`config.mk`:
```
export PLATFORM = sky130hd
export DESIGN_NAME = ram_rr_arbiter
export DESIGN_NICKNAME = d
export VERILOG_FILES = /design/src/rtl/ram_arb_pkg.sv /design/src/rtl/ram_rr_arbiter_rr_pick.sv /design/src/rtl/ram_rr_arbiter.sv
export SDC_FILE = /design/constraint.sdc
export NUM_CORES = 1
export LEC_CHECK = 0
export BUFFER_PORTS_ARGS = -buffer_cell sky130_fd_sc_hd__buf_2
export CAP_MARGIN = 15
export CORE_MARGIN = 8
export CORE_UTILIZATION = 42
export CTS_CLUSTER_SIZE = 8
export DETAILED_ROUTE_END_ITERATION = 8
export GPL_TIMING_DRIVEN = 0
export PLACE_DENSITY = 0.79
export SLEW_MARGIN = 20
export SYNTH_ARGS = -nofsm -noshare
export SYNTH_HDL_FRONTEND = slang
export SYNTH_SLANG_ARGS = --single-unit
```
`constraint.sdc`:
```
create_clock -name i_clk -period 7.02 [get_ports i_clk]
set_input_delay 1.404 -clock i_clk [delete_from_list [all_inputs] [get_ports i_clk]]
set_output_delay 1.404 -clock i_clk [all_outputs]
set_load 0.1 [all_outputs]
```
`src/rtl/ram_arb_pkg.sv`:
```
// Shared types and sizing helpers for the SDRAM request-port round-robin arbiter.
package ram_arb_pkg;

    typedef enum logic [1:0] {
        IDLE  = 2'd0,
        ISSUE = 2'd1,
        RESP  = 2'd2
    } state_t;

    localparam int TIMER_WIDTH = 16;

    // Width of a requester index; never below 1 so a 1-bit GRANT still exists.
    function automatic int grant_width(input int count);
        return (count > 1) ? $clog2(count) : 1;
    endfunction

endpackage

```
`src/rtl/ram_rr_arbiter_rr_pick.sv`:
```
// Combinational round-robin picker: rotate requests so the slot after the last
// winner sits at bit 0, priority-encode, then un-rotate back to a requester index.
module rr_pick
    import ram_arb_pkg::*;
#(
    parameter  int COUNT = 4,
    localparam int GW    = grant_width(COUNT)
) (
    input  logic [COUNT-1:0] i_req,
    input  logic [GW-1:0]    i_last,
    output logic             o_valid,
    output logic [GW-1:0]    o_winner
);

    logic [GW-1:0]    w_start;
    logic [GW-1:0]    w_offset;
    logic [COUNT-1:0] w_req_rot;

    assign w_start = (i_last == GW'(COUNT - 1)) ? '0 : i_last + 1'b1;
    assign o_valid = |i_req;

    always_comb begin
        w_req_rot = '0;
        for (int k = 0; k < COUNT; k++) begin
            int idx;
            idx = k + int'(w_start);
            if (idx >= COUNT) begin
                idx = idx - COUNT;
            end
            w_req_rot[k] = i_req[idx];
        end
    end

    // Descending scan so the lowest set rotated bit is the one left standing.
    always_comb begin
        w_offset = '0;
        for (int k = COUNT - 1; k >= 0; k--) begin
            if (w_req_rot[k]) begin
                w_offset = GW'(k);
            end
        end
    end

    always_comb begin
        int sum;
        sum = int'(w_start) + int'(w_offset);
        if (sum >= COUNT) begin
            sum = sum - COUNT;
        end
        o_winner = GW'(sum);
    end

endmodule

```
`src/rtl/ram_rr_arbiter.sv`:
```
// Round-robin arbiter that funnels COUNT requesters onto one SDRAM controller port,
// one transaction at a time, with a watchdog that force-completes stalled accesses.
module ram_rr_arbiter
    import ram_arb_pkg::*;
#(
    parameter  int COUNT      = 4,
    parameter  int ADDR_WIDTH = 23,
    parameter  int DATA_WIDTH = 32,
    parameter  int BE_WIDTH   = 4,
    parameter  int TIMEOUT    = 255,
    localparam int GW         = grant_width(COUNT)
) (
    input  logic                          i_clk,
    input  logic                          i_reset,
    input  logic [COUNT-1:0]              i_req,
    input  logic [COUNT-1:0]              i_we,
    input  logic [COUNT*ADDR_WIDTH-1:0]   i_addr,
    input  logic [COUNT*DATA_WIDTH-1:0]   i_din,
    input  logic [COUNT*BE_WIDTH-1:0]     i_be,
    output logic [COUNT-1:0]              o_ack,
    output logic [DATA_WIDTH-1:0]         o_dout,
    output logic                          o_err,
    output logic [GW-1:0]                 o_grant,
    output logic                          o_busy,
    output logic                          o_p_req,
    output logic                          o_p_we,
    output logic [ADDR_WIDTH-1:0]         o_p_addr,
    output logic [DATA_WIDTH-1:0]         o_p_din,
    output logic [BE_WIDTH-1:0]           o_p_be,
    input  logic                          i_p_ack,
    input  logic [DATA_WIDTH-1:0]         i_p_dout
);

    state_t                 r_state,  w_state_next;
    logic [GW-1:0]          r_last,   w_last_next;
    logic [GW-1:0]          r_grant,  w_grant_next;
    logic [TIMER_WIDTH-1:0] r_timer,  w_timer_next;
    logic [COUNT-1:0]       r_ack,    w_ack_next;
    logic                   r_err,    w_err_next;
    logic [DATA_WIDTH-1:0]  r_dout,   w_dout_next;
    logic                   r_p_req,  w_p_req_next;
    logic                   r_p_we,   w_p_we_next;
    logic [ADDR_WIDTH-1:0]  r_p_addr, w_p_addr_next;
    logic [DATA_WIDTH-1:0]  r_p_din,  w_p_din_next;
    logic [BE_WIDTH-1:0]    r_p_be,   w_p_be_next;

    logic [ADDR_WIDTH-1:0]  w_addr_arr [COUNT];
    logic [DATA_WIDTH-1:0]  w_din_arr  [COUNT];
    logic [BE_WIDTH-1:0]    w_be_arr   [COUNT];

    logic                   w_pick_valid;
    logic [GW-1:0]          w_pick_winner;
    logic                   w_timeout;
    logic [COUNT-1:0]       w_grant_onehot;

    genvar gi;
    generate
        for (gi = 0; gi < COUNT; gi++) begin : g_slice
            assign w_addr_arr[gi] = i_addr[gi*ADDR_WIDTH +: ADDR_WIDTH];
            assign w_din_arr[gi]  = i_din[gi*DATA_WIDTH +: DATA_WIDTH];
            assign w_be_arr[gi]   = i_be[gi*BE_WIDTH +: BE_WIDTH];
        end
    endgenerate

    rr_pick #(
        .COUNT (COUNT)
    ) u_rr_pick (
        .i_req    (i_req),
        .i_last   (r_last),
        .o_valid  (w_pick_valid),
        .o_winner (w_pick_winner)
    );

    // The cycle that would bring the count to TIMEOUT is the last one spent in ISSUE.
    assign w_timeout      = (r_timer == TIMER_WIDTH'(TIMEOUT - 1));
    assign w_grant_onehot = COUNT'(1) << r_grant;

    always_comb begin
        w_state_next  = r_state;
        w_last_next   = r_last;
        w_grant_next  = r_grant;
        w_timer_next  = r_timer;
        w_ack_next    = '0;
        w_err_next    = r_err;
        w_dout_next   = r_dout;
        w_p_req_next  = r_p_req;
        w_p_we_next   = r_p_we;
        w_p_addr_next = r_p_addr;
        w_p_din_next  = r_p_din;
        w_p_be_next   = r_p_be;

        case (r_state)
            IDLE: begin
                if (w_pick_valid) begin
                    w_p_req_next  = 1'b1;
                    w_p_we_next   = i_we[w_pick_winner];
                    w_p_addr_next = w_addr_arr[w_pick_winner];
                    w_p_din_next  = w_din_arr[w_pick_winner];
                    w_p_be_next   = w_be_arr[w_pick_winner];
                    w_grant_next  = w_pick_winner;
                    w_last_next   = w_pick_winner;
                    w_timer_next  = '0;
                    w_state_next  = ISSUE;
                end
            end
            ISSUE: begin
                w_timer_next = r_timer + 1'b1;
                // A controller ack in the timeout cycle still counts as a clean completion.
                if (i_p_ack) begin
                    w_dout_next  = i_p_dout;
                    w_err_next   = 1'b0;
                    w_p_req_next = 1'b0;
                    w_ack_next   = w_grant_onehot;
                    w_state_next = RESP;
                end else if (w_timeout) begin
                    w_dout_next  = '0;
                    w_err_next   = 1'b1;
                    w_p_req_next = 1'b0;
                    w_ack_next   = w_grant_onehot;
                    w_state_next = RESP;
                end
            end
            RESP: begin
                w_err_next   = 1'b0;
                w_state_next = IDLE;
            end
            default: begin
                w_state_next = IDLE;
            end
        endcase
    end

    always_ff @(posedge i_clk) begin
        if (i_reset) begin
            r_state  <= IDLE;
            r_last   <= GW'(COUNT - 1);
            r_grant  <= '0;
            r_timer  <= '0;
            r_ack    <= '0;
            r_err    <= 1'b0;
            r_dout   <= '0;
            r_p_req  <= 1'b0;
            r_p_we   <= 1'b0;
            r_p_addr <= '0;
            r_p_din  <= '0;
            r_p_be   <= '0;
        end else begin
            r_state  <= w_state_next;
            r_last   <= w_last_next;
            r_grant  <= w_grant_next;
            r_timer  <= w_timer_next;
            r_ack    <= w_ack_next;
            r_err    <= w_err_next;
            r_dout   <= w_dout_next;
            r_p_req  <= w_p_req_next;
            r_p_we   <= w_p_we_next;
            r_p_addr <= w_p_addr_next;
            r_p_din  <= w_p_din_next;
            r_p_be   <= w_p_be_next;
        end
    end

    assign o_ack    = r_ack;
    assign o_dout   = r_dout;
    assign o_err    = r_err;
    assign o_grant  = r_grant;
    assign o_busy   = (r_state != IDLE);
    assign o_p_req  = r_p_req;
    assign o_p_we   = r_p_we;
    assign o_p_addr = r_p_addr;
    assign o_p_din  = r_p_din;
    assign o_p_be   = r_p_be;

endmodule

```
* After elaboration in Yosys (flattened, before gate mapping)
Index checks and enable logic that the tools add are counted.
** Storage, ports and cells
- Register bits after elaboration :: 120
- Input port bits :: 279
- Output and inout port bits :: 101
- Logic and storage cells :: 106
** Operators by class
- Add/sub/neg operators :: 11
- Magnitude comparators :: 11
- Equal/unequal tests :: 6
- Shift-type cells :: 1
- Mux-type cells :: 50
- Bitwise operators :: 2
- Reduce and logical (&&, ||, !) cells :: 13
** Operator list (count)
- $mux W32 :: 8
- $lt A32 B4 Y1 const B :: 4
- $ge A32 B4 Y1 const B :: 3
- $sub A32 B4 Y32 const B :: 3
- $bmux W32 S2 :: 1
- $bmux W23 S2 :: 1
- $mux W23 :: 2
- $pmux W16 S2 :: 1
- $mux W2 :: 9
- $add A16 B1 Y16 const B :: 1
- $eq A16 B8 Y1 const B :: 1
- $mux W16 :: 1
- $mux W4 :: 4
- $mux W1 :: 14
- $bmux W1 S2 :: 5
- $reduce_and A2 Y1 :: 5
- $bmux W4 S2 :: 1
- $reduce_bool A2 Y1 :: 4
- $add A2 B2 Y3 const A :: 2
- $ge A3 B3 Y1 const B :: 2
- $eq A2 B2 Y1 const B :: 2
- $pmux W1 S2 :: 2
- $pmux W2 S2 :: 1
- $reduce_or A4 Y1 :: 1
- 16 further kinds :: 16

* Logic depth before layout (Yosys ltp)
Gate-level depths: netlist (run 1).
- Depth in word-level cells :: 19
- Gate-level depth with buffers :: 16

* Modules after synthesis
A second synthesis (run 1) with hierarchy kept.
** Second synthesis, totals
- Cell total of the unflattened synthesis :: 697
- Area total of the unflattened synthesis :: 6553.8 um^2
** By module, submodules not included
- ram_rr_arbiter :: instances 1, cells each 666, area each 6276.0 um^2, sequential area each 2402.3 um^2
- rr_pick :: instances 1, cells each 31, area each 277.8 um^2, sequential area each 0.0 um^2

* Least setup slack after synthesis (run 1)
Ideal clock, no wire load.
- Path kind :: input-to-reg
- Start :: in i_req[2]
- End :: reg r_p_addr[18] (netlist: o_p_addr[18])
- Arrival time :: 3.998 ns
- Data required time :: 6.888 ns
- Setup slack :: 2.890 ns
- Stages :: 12
- Cell sequence :: mux4_2 > o311ai_0 > o2bb2a_1 > nor2_1 > ha_1 > clkbuf_1 > clkbuf_1 > clkbuf_1 > mux2i_1 > mux2i_1 > o22ai_1 > nor3_1
** Between the ends
- Longest elaborated chain between the ends :: 14
** RTL lines
- from (decl) :: RTL line ram_rr_arbiter.sv:15 : input logic [COUNT-1:0] i_req,
- $bmux W1 S2 :: RTL line ram_rr_arbiter_rr_pick.sv:30 : w_req_rot[k] = i_req[idx];
- $mux W1 (not written as such) (2 in a row) :: RTL line ram_rr_arbiter_rr_pick.sv:30
- $mux W2 (3 in a row) :: RTL line ram_rr_arbiter_rr_pick.sv:38 : if (w_req_rot[k]) begin
- $mux W2 (*) :: RTL line ram_rr_arbiter_rr_pick.sv:38
- $add A2 B2 Y3 (*) :: RTL line ram_rr_arbiter_rr_pick.sv:46 : sum = int'(w_start) + int'(w_offset);
- $ge A3 B3 Y1 or $sub A2 B1 Y2 (tied branches) :: RTL line ram_rr_arbiter_rr_pick.sv:47, ram_rr_arbiter_rr_pick.sv:48
- $mux W2 (*) :: RTL line ram_rr_arbiter_rr_pick.sv:47 : if (sum >= COUNT) begin
- via u_rr_pick.o_winner[0] :: RTL line ram_rr_arbiter_rr_pick.sv:12 : output logic [GW-1:0] o_winner
- $not A2 Y3 (not written as such) (*) :: RTL line ram_rr_arbiter.sv:97 : w_p_addr_next = w_addr_arr[w_pick_winner];
- $bmux W23 S2 (*) :: RTL line ram_rr_arbiter.sv:97
- $mux W23 (not written as such) (*) (2 in a row) :: RTL line ram_rr_arbiter.sv:97
- to (signal assigned) :: RTL line ram_rr_arbiter.sv:157 : r_p_addr <= w_p_addr_next;
- to (decl) :: RTL line ram_rr_arbiter.sv:43 : logic [ADDR_WIDTH-1:0] r_p_addr, w_p_addr_next;
The timed path passes the listed nets; every way through them passes the cells marked *. The select of a mux whose other input is x is not followed.
A chain may end at the register's enable or synchronous reset.

* Worst setup path in the final report (run 1)
- Start :: in i_req[2]
- End :: reg r_p_din[27] (netlist: o_p_din[27])
** Between the ends
- Longest elaborated chain between the ends :: 14
** RTL lines
- $bmux W1 S2 :: RTL line ram_rr_arbiter_rr_pick.sv:30
- $mux W1 (not written as such) (2 in a row) :: RTL line ram_rr_arbiter_rr_pick.sv:30
- $mux W2 (3 in a row) :: RTL line ram_rr_arbiter_rr_pick.sv:38
- $mux W2 (*) :: RTL line ram_rr_arbiter_rr_pick.sv:38
- $add A2 B2 Y3 (*) :: RTL line ram_rr_arbiter_rr_pick.sv:46
- $ge A3 B3 Y1 or $sub A2 B1 Y2 (tied branches) :: RTL line ram_rr_arbiter_rr_pick.sv:47, ram_rr_arbiter_rr_pick.sv:48
- $mux W2 (*) :: RTL line ram_rr_arbiter_rr_pick.sv:47
- via u_rr_pick.o_winner[0] :: RTL line ram_rr_arbiter_rr_pick.sv:12
- $not A2 Y3 (not written as such) (*) :: RTL line ram_rr_arbiter.sv:98 : w_p_din_next = w_din_arr[w_pick_winner];
- $bmux W32 S2 (*) :: RTL line ram_rr_arbiter.sv:98
- $mux W32 (not written as such) (*) (2 in a row) :: RTL line ram_rr_arbiter.sv:98
- to (signal assigned) :: RTL line ram_rr_arbiter.sv:158 : r_p_din <= w_p_din_next;
- to (decl) :: RTL line ram_rr_arbiter.sv:44 : logic [DATA_WIDTH-1:0] r_p_din, w_p_din_next;
Marks and branches as above.

==> run metrics, run 1 <==
status finished clean; post-synthesis area per instance 8.87 sq um; worst vdd ir 0.321 mV; # H-tree levels 4; Rel. slew slack 45.1%; Crit path arrival time 5.01 ns; grt ovf 0; average wire per standard cell 19.5 um; Routed Wire Length 28200 um; final hold vios 0; cts hold-fix bufs 0; layout net count 1495; CTS tree built; MaxCap Viol Count 0; yosys warns 0; Die H 147 um; Die ar. 21600 sq um; root buffer cell clkbuf_16; setup bufs post-CTS 0; # diodes 0; Final Cycle Share 67.5%; port buffer count 378; CTS Sinks 120; first-pass GRT wire length 42100 um; fillcell total 1536; DRC violations left 0; post-detail-place hpwl 22400 um; Post-synth EDFFs 0; Area Growth Syn to Fin 38.4%; Core ar. 17100 sq um; setup TNS 0 ns; post-synth net total 1098; Clock Skew 0.00802 ns; ys async rst share 0%; Slew Limit Fails 0; Fmax achieved 0.211 GHz; initial core utilization 42.3%; post-route minimum period 4.74 ns; via count 7846; CP Class input port to flip-flop; Slew @ Worst Pin 0.824 ns; FF/Latch Area 2400 sq um; most common cell after layout, fill and taps aside buf_2; Worst setup SP type input port; crit end category flip-flop; DP Area 9390 sq um; Pre-antenna DRT Iters 5; routability cong. 0.894; Required @ worst endpoint 7.29 ns; post-route antenna net violation count 0; RSZ-0062 raised after global routing false; Pleak 0.00456 uW; DR iter-0 viols 404; vias per std cell 5.42; prevailing post-synth register cell dfxtp_1; Die W 147 um; final instance area 9980 sq um; cts repair resizes 0; most frequent cells in the layout 389 x buf_2, 239 x mux2i_1, 120 x dfxtp_1; # setup viols final 0; initial antenna violation count 0; Worst Path Max Fanout 10; PwrDens 657 nW/um^2; Yosys cell types 43; Num CTS Buffers 17; Gate Count Post-Synth 813; gr usage total 24.6%; multi-input logic area 4500 sq um; Yosys reg bits 120; post-synthesis sequential area ratio 33.3%; vias in the first global route 7933; insertion delay of the later-clocked pin in the worst-skew pair 0.41 ns; FP Rows 48; I/O pin cnt 380; CTS Buffer Depth 2; Post-Syn Area 7210 sq um; pin count of the biggest net entering global routing 17; Hold/Removal Path Class flip-flop to flip-flop; Worst-path clk slew 0.06 ns; layout cells sized above 1 35.6%
==> logic make-up (layout without fill, tap and decap cells) <==
family | Yosys count | count (layout) | share of synthesized area, %
adders and majority gates | 6 | 6 | 1.04
xor gates and xnor gates | 2 | 2 | 0.243
AOI/OAI and AO/OA | 134 | 134 | 12.1
buffers and inverters | 76 | 485 | 4.30
DFF | 120 | 120 | 33.3
and+or+nand+nor | 229 | 229 | 14.4
muxes | 246 | 246 | 34.6
==> worst paths after layout <==
kind	from	endpoint	slack, ns	cells past startpoint
setup reg to reg	r_last[0]	o_p_din[27]	2.47	15
hold / removal	r_timer[6]	r_timer[6]	0.47	1
hold reg to reg	r_timer[6]	r_timer[6]	0.47	1
setup / recovery	i_req[2]	o_p_din[27]	2.28	13
==> final cells by class <==
class | instances | share of cell area, %
plain buffers | 72 | 2.98
clock buffers | 19 | 4.54
clock inverters | 12 | 1.43
inverters | 4 | 0.150
multi-input cells | 617 | 45.1
flip-flops and latches | 120 | 24.1
well taps | 225 | 2.82
repair buffers | 378 | 19.0
==> cells in the mapped netlist, types with 3 or more instances <==
library cell  instances  area (sq um)
dfxtp_1             120          2400
and3_1                4          25.0
o22ai_1              60           375
nor3_1               61           305
nand2_1              11          41.3
a22oi_1              32           240
and2_1                3          18.8
nor4_1                4          25.0
buf_4                 3          22.5
clkbuf_1             57           214
nand4_1               3          18.8
mux2_2                4          45.0
nand3_1               8          40.0
or3_1                 6          37.5
a31oi_1               4          25.0
a211oi_1              4          30.0
nor2_1              118           443
buf_2                11          55.1
a21oi_1              17          85.1
ha_1                  6          75.1
o21ai_0               7          35.0
mux2i_1             239          2390
inv_1                 4          15.0
==> report_power, final <==
group / switching [uW] / internal (uW)
Combinational: 3220 / 1490
Clock: 332 / 544
Sequential: 108 / 874
Total: 3660 / 2900
==> state kept, by name, summed over array words and instances, names as in the netlist <==
register,flops
r_timer,16
o_p_req,1
o_p_be,4
o_p_addr,23
o_ack,4
o_err,1
o_p_din,32
r_last,2
r_state,2
o_dout,32
o_grant,2
o_p_we,1
==> layer usage <==
metal  wire length (um)  vias up  track usage, %
met5                  0        -               0
met4               1010        0            10.4
met3               1540       61            5.81
met2              14000      320            42.5
met1              11700     3656            28.7
li1                   -     3809               -
==> metrics by stage <==
step	hold slack [ns]	util (%)	setup WS, ns	std cells	total power (uW)
after floorplan	0.428	-	2.89	813	4700
after global placement	0.449	55.0	1.41	1416	5610
after detailed placement	0.457	55.0	1.80	1416	5680
after CTS	0.465	58.5	2.23	1447	6570
after global routing	0.490	58.5	2.01	1447	6890
final	0.474	58.5	2.28	1447	6560
==> critical path, cell delays in order <==
cell      delay (ns)
buf_2           0.12
mux4_2          0.51
o311ai_0        0.27
o2bb2a_1        0.25
nor2_1          0.10
ha_1            0.13
clkbuf_1        0.18
clkbuf_1        0.58
clkbuf_2        0.60
mux2i_1         0.32
mux2i_1         0.11
o22ai_1         0.34
nor3_1          0.07
Note: power is estimated with default switching activity, not from simulation.
==> run 2: changes to the inputs <==
Clock period 7.02 ns to 4.4 ns, I/O delays scaled along.
==> run metrics, run 2 (synthesized netlist as in run 1, its figures left out) <==
MaxCap Viol Count 0; Final Cycle Share 92.4%; layout net count 1495; # H-tree levels 4; Critical Path Sink o_p_din[6]; total power 10500 uW; Die ar. 21600 sq um; average wire per standard cell 19.5 um; final hold vios 0; CTS Sinks 120; pin count of the biggest net entering global routing 17; gr usage total 24.6%; worst vdd ir 0.513 mV; CTS Buffer Depth 2; I/O pin cnt 380; Crit path arrival time 4.35 ns; Pleak 0.00459 uW; post-route setup slack 0.333 ns; Required @ worst endpoint 4.68 ns; R2R depth 15; Hold/Removal Path Class flip-flop to flip-flop; crit end category flip-flop; post-detail-place hpwl 22400 um; Num CTS Buffers 17; Routed Wire Length 28200 um; post-route minimum period 4.07 ns; final instance area 10000 sq um; CP Class flip-flop to flip-flop; first-pass GRT wire length 42100 um; fin util 58.6%; Slew Limit Fails 0; CTS tree built; root buffer cell clkbuf_16; vias per std cell 5.41; # setup viols final 0; FP Rows 48; vias in the first global route 7946; RSZ-0062 raised after global routing false; reg-to-reg endpoint o_p_din[6]; initial core utilization 42.3%; Worst Path Max Fanout 10; layout cells sized above 1 36.5%; DP Area 9390 sq um; PwrDens 1050 nW/um^2; most common cell after layout, fill and taps aside buf_2; Area Growth Syn to Fin 38.7%; Worst-path clk slew 0.06 ns; insertion delay of the later-clocked pin in the worst-skew pair 0.41 ns; initial antenna violation count 0; via count 7826; worst hold slack 0.475 ns; # diodes 0; Clock Skew 0.00796 ns; Pre-antenna DRT Iters 4; post-route antenna net violation count 0; Die W 147 um; Reg2Reg Setup Slack 0.33 ns; Core ar. 17100 sq um; DR iter-0 viols 411; Rel. slew slack 46.7%; Slew @ Worst Pin 0.800 ns; DRC violations left 0; worst flop-to-flop path startpoint r_last[0]; Worst setup SP type flip-flop; most frequent cells in the layout 390 x buf_2, 239 x mux2i_1, 120 x dfxtp_1; Worst Setup SP r_last[0]; routability cong. 0.894; status finished clean; Placement Setup Slack -0.297 ns; Die H 147 um; grt ovf 0; port buffer count 378; setup bufs post-CTS 0; Fmax achieved 0.246 GHz
[run 2: cell types whose count changed in the layout (fill, tap and decap cells not counted), sizes merged]
cell | before | now
buf | 393 | 395
clkbuf | 76 | 74
[run 2: stage by stage]
stage | setup TNS (ns) | instances
5_1_grt | 0 | 1447
3_5_place_dp | -7.39 | 1416
4_1_cts | 0 | 1447
6_report | 0 | 1447
3_3_place_gp | -9.68 | 1416
2_1_floorplan | 0 | 813
[run 2: critical path, stage by stage, from the launching register on]
cell and delay [ns]:
dfxtp_1 0.37, buf_2 0.25, inv_1 0.07, ha_1 0.39
mux4_2 0.37, o311ai_0 0.27, o2bb2a_1 0.25, nor2_1 0.10
ha_1 0.13, clkbuf_1 0.18, buf_2 0.34, clkbuf_2 0.41
mux2i_1 0.36, mux2i_1 0.13, o22ai_1 0.24, nor3_1 0.07
[run 2: worst min path at each step]
stage                          start    endpoint  cells past startpoint
after floorplan           r_timer[6]  r_timer[6]                      1
after global routing      r_timer[6]  r_timer[6]                      1
after global placement    r_timer[6]  r_timer[6]                      1
after CTS                 r_timer[6]  r_timer[6]                      1
after detailed placement  r_timer[6]  r_timer[6]                      1
final                     r_timer[6]  r_timer[6]                      1
[run 2: final cells by class]
| type | instances | area, sq um |
|---|---|---|
| Fill cell | 1533 | 7060 |
| Multi-Input combinational cell | 617 | 4500 |
| Sequential cell | 120 | 2400 |
| Timing Repair Buffer | 378 | 1890 |
| Clock buffer | 19 | 453 |
| Buffer | 72 | 314 |
| Tap cell | 225 | 282 |
| Clock inverter | 12 | 143 |
| Inverter | 4 | 15.0 |
[run 2: power by group]
group | switching [uW] | internal [uW] | total, uW
sequential | 172 | 1390 | 1570
combinational | 5140 | 2390 | 7530
clock | 525 | 869 | 1390
total | 5840 | 4650 | 10500
[run 2: repair_timing]
item,in CTS,in global routing
resized for setup,5,16
hold buffers,0,0
endpoints found under the setup margin,51,42
[run 2: layer usage]
| metal | vias to the layer above | wire length [um] | global-route usage [%] |
|---|---|---|---|
| met3 | 57 | 1510 | 5.81 |
| met5 | - | 0 | 0 |
| li1 | 3815 | - | - |
| met4 | 0 | 958 | 10.4 |
| met2 | 306 | 14000 | 42.6 |
| met1 | 3648 | 11800 | 28.6 |
==> run 3: changes to the inputs <==
Settings changed: ABC_AREA set to 1, PLACE_DENSITY 0.79 to 0.78.
==> run metrics, run 3 <==
status finished clean; Hold/Removal Path Class flip-flop to flip-flop; Worst-path clk slew 0.06 ns; most frequent cells in the layout 403 x buf_2, 183 x nand2_1, 144 x nor2_1; Slew @ Worst Pin 0.851 ns; ys async rst share 0%; layout cells sized above 1 48.9%; gr usage total 22.7%; RSZ-0062 raised after global routing false; Post-Syn Area 7980 sq um; grt ovf 0; CTS Buffer Depth 2; post-synthesis area per instance 7.87 sq um; DRC violations left 0; Fmax achieved 0.278 GHz; cts repair resizes 0; pin count of the biggest net entering global routing 17; first-pass GRT wire length 43200 um; worst vdd ir 0.641 mV; routability cong. 0.930; yosys warns 0; post-route setup slack 0.798 ns; setup bufs post-CTS 0; post-synth net total 1299; post-route minimum period 3.60 ns; Commonest cells post-synth 183 x nand2_1, 144 x nor2_1, 120 x dfxtp_1, 120 x mux2_2, 82 x inv_1; port buffer count 378; I/O pin cnt 380; most frequent cell after synthesis nand2_1; total power 11700 uW; CP Class flip-flop to flip-flop; Worst setup SP type flip-flop; Core ar. 18700 sq um; Post-synth EDFFs 0; FF/Latch Area 2400 sq um; vias in the first global route 8503; Die H 154 um; Num CTS Buffers 17; worst hold slack 0.458 ns; vias per std cell 4.93; multi-input logic area 4850 sq um; Gate Count Post-Synth 1014; root buffer cell clkbuf_16; Slew Limit Fails 0; initial antenna violation count 3; Area contributors post-synth dfxtp_1 30%, mux2_2 17%, nand2_1 8.6%, nand2_4 8.6%, nand3_2 7.7%; Final Cycle Share 81.9%; Placement Setup Slack 0.746 ns; PwrDens 1090 nW/um^2; Synth top area share 30.1%; Synth area leader dfxtp_1; FP Rows 50; final hold vios 0; Rel. slew slack 43.3%; prevailing post-synth register cell dfxtp_1; initial core utilization 42.7%; insertion delay of the later-clocked pin in the worst-skew pair 0.41 ns; layout net count 1696; Area Growth Syn to Fin 34.9%; fillcell total 1666; Routed Wire Length 27500 um; Die W 154 um; # H-tree levels 4; post-route antenna net violation count 0; post-detail-place hpwl 22200 um; Die ar. 23700 sq um; crit end category flip-flop; most common cell after layout, fill and taps aside buf_2; Pleak 0.00570 uW; Crit path arrival time 3.91 ns; Yosys cell types 37; via count 8180; CTS Sinks 120; setup TNS 0 ns; cts hold-fix bufs 0; DR iter-0 viols 441; post-synthesis sequential area ratio 30.1%; average wire per standard cell 16.6 um; Yosys reg bits 120; MaxCap Viol Count 0; # setup viols final 0; Pre-antenna DRT Iters 5; Worst Path Max Fanout 10; dpl cells 1626; Clock Skew 0.00739 ns; CTS tree built; Required @ worst endpoint 4.71 ns; final std cells w/o fill 1659
==> run 3: cell types whose count changed after synthesis, sizes merged, moves of 6 or more <==
cell and delta:
nand3 +128, nand2 +237, mux2i -239, nor2 +27
nor3 -58, or3 -6, a21oi +33, buf +19
o22ai -60, clkbuf -24, a22oi -32, inv +83
mux2 +115
==> run 3: final cells by class <==
cell class,instances,share of cell area (%)
Multi-Input combinational cell,739,45.1
Sequential cell,120,22.3
Timing Repair Buffer,378,17.6
Clock buffer,19,4.21
Buffer,67,3.64
Inverter,88,3.11
Tap cell,234,2.72
Clock inverter,13,1.34
Antenna cell,1,0.0232
==> run 3: metrics by stage <==
stage | cell area (sq um) | utilization (%)
after floorplan | 7980 | -
after global placement | 10200 | 54.3
after detailed placement | 10200 | 54.3
after CTS | 10800 | 57.5
after global routing | 10800 | 57.6
final | 10800 | 57.6
==> run 3: worst max-delay path: stages, from the launching register on <==
cell and delay (ns):
dfxtp_1 0.37, buf_6 0.17, inv_6 0.05, ha_1 0.36, inv_1 0.12, nand2_1 0.08, nand2_1 0.07, nand2_1 0.05
nand2_2 0.10, a21boi_0 0.10, ha_1 0.39, buf_4 0.23, clkbuf_1 0.66, mux2_2 0.49, nand2_4 0.09, nand3_2 0.05
nand2_1 0.07, inv_1 0.04
==> run 3: logic make-up after synthesis <==
logic type,count (synthesis),synth area share (%)
AND/OR/NAND/NOR,541,38.1
AO/OA/AOI/OAI,71,4.75
adder cells (fa/ha/maj),6,0.941
buffers and inverters,155,9.11
XOR/XNOR,1,0.110
multiplexers,120,16.9
flip-flops,120,30.1
==> run 3: path summary, 6_finish.rpt <==
path	startpoint	endpoint	slack, ns	cells past startpoint
max	r_last[0]	o_p_din[21]	0.80	17
min	o_dout[28]	o_dout[28]	0.46	2
max reg2reg	r_last[0]	o_p_din[21]	0.80	17
min reg2reg	o_dout[28]	o_dout[28]	0.46	2
==> run 3: per-layer routing <==
metal,part of all wire [%],GRT usage (%)
met5,0.084,0
met3,6.4,7.03
met2,51,40.4
met1,39,24.2
met4,4.0,10.4
==> run 3: where the power goes <==
group          switching (uW)  internal [uW]  total (uW)
clock                     525            868        1390
sequential                136           1350        1480
combinational            5670           3160        8830
total                    6330           5370       11700
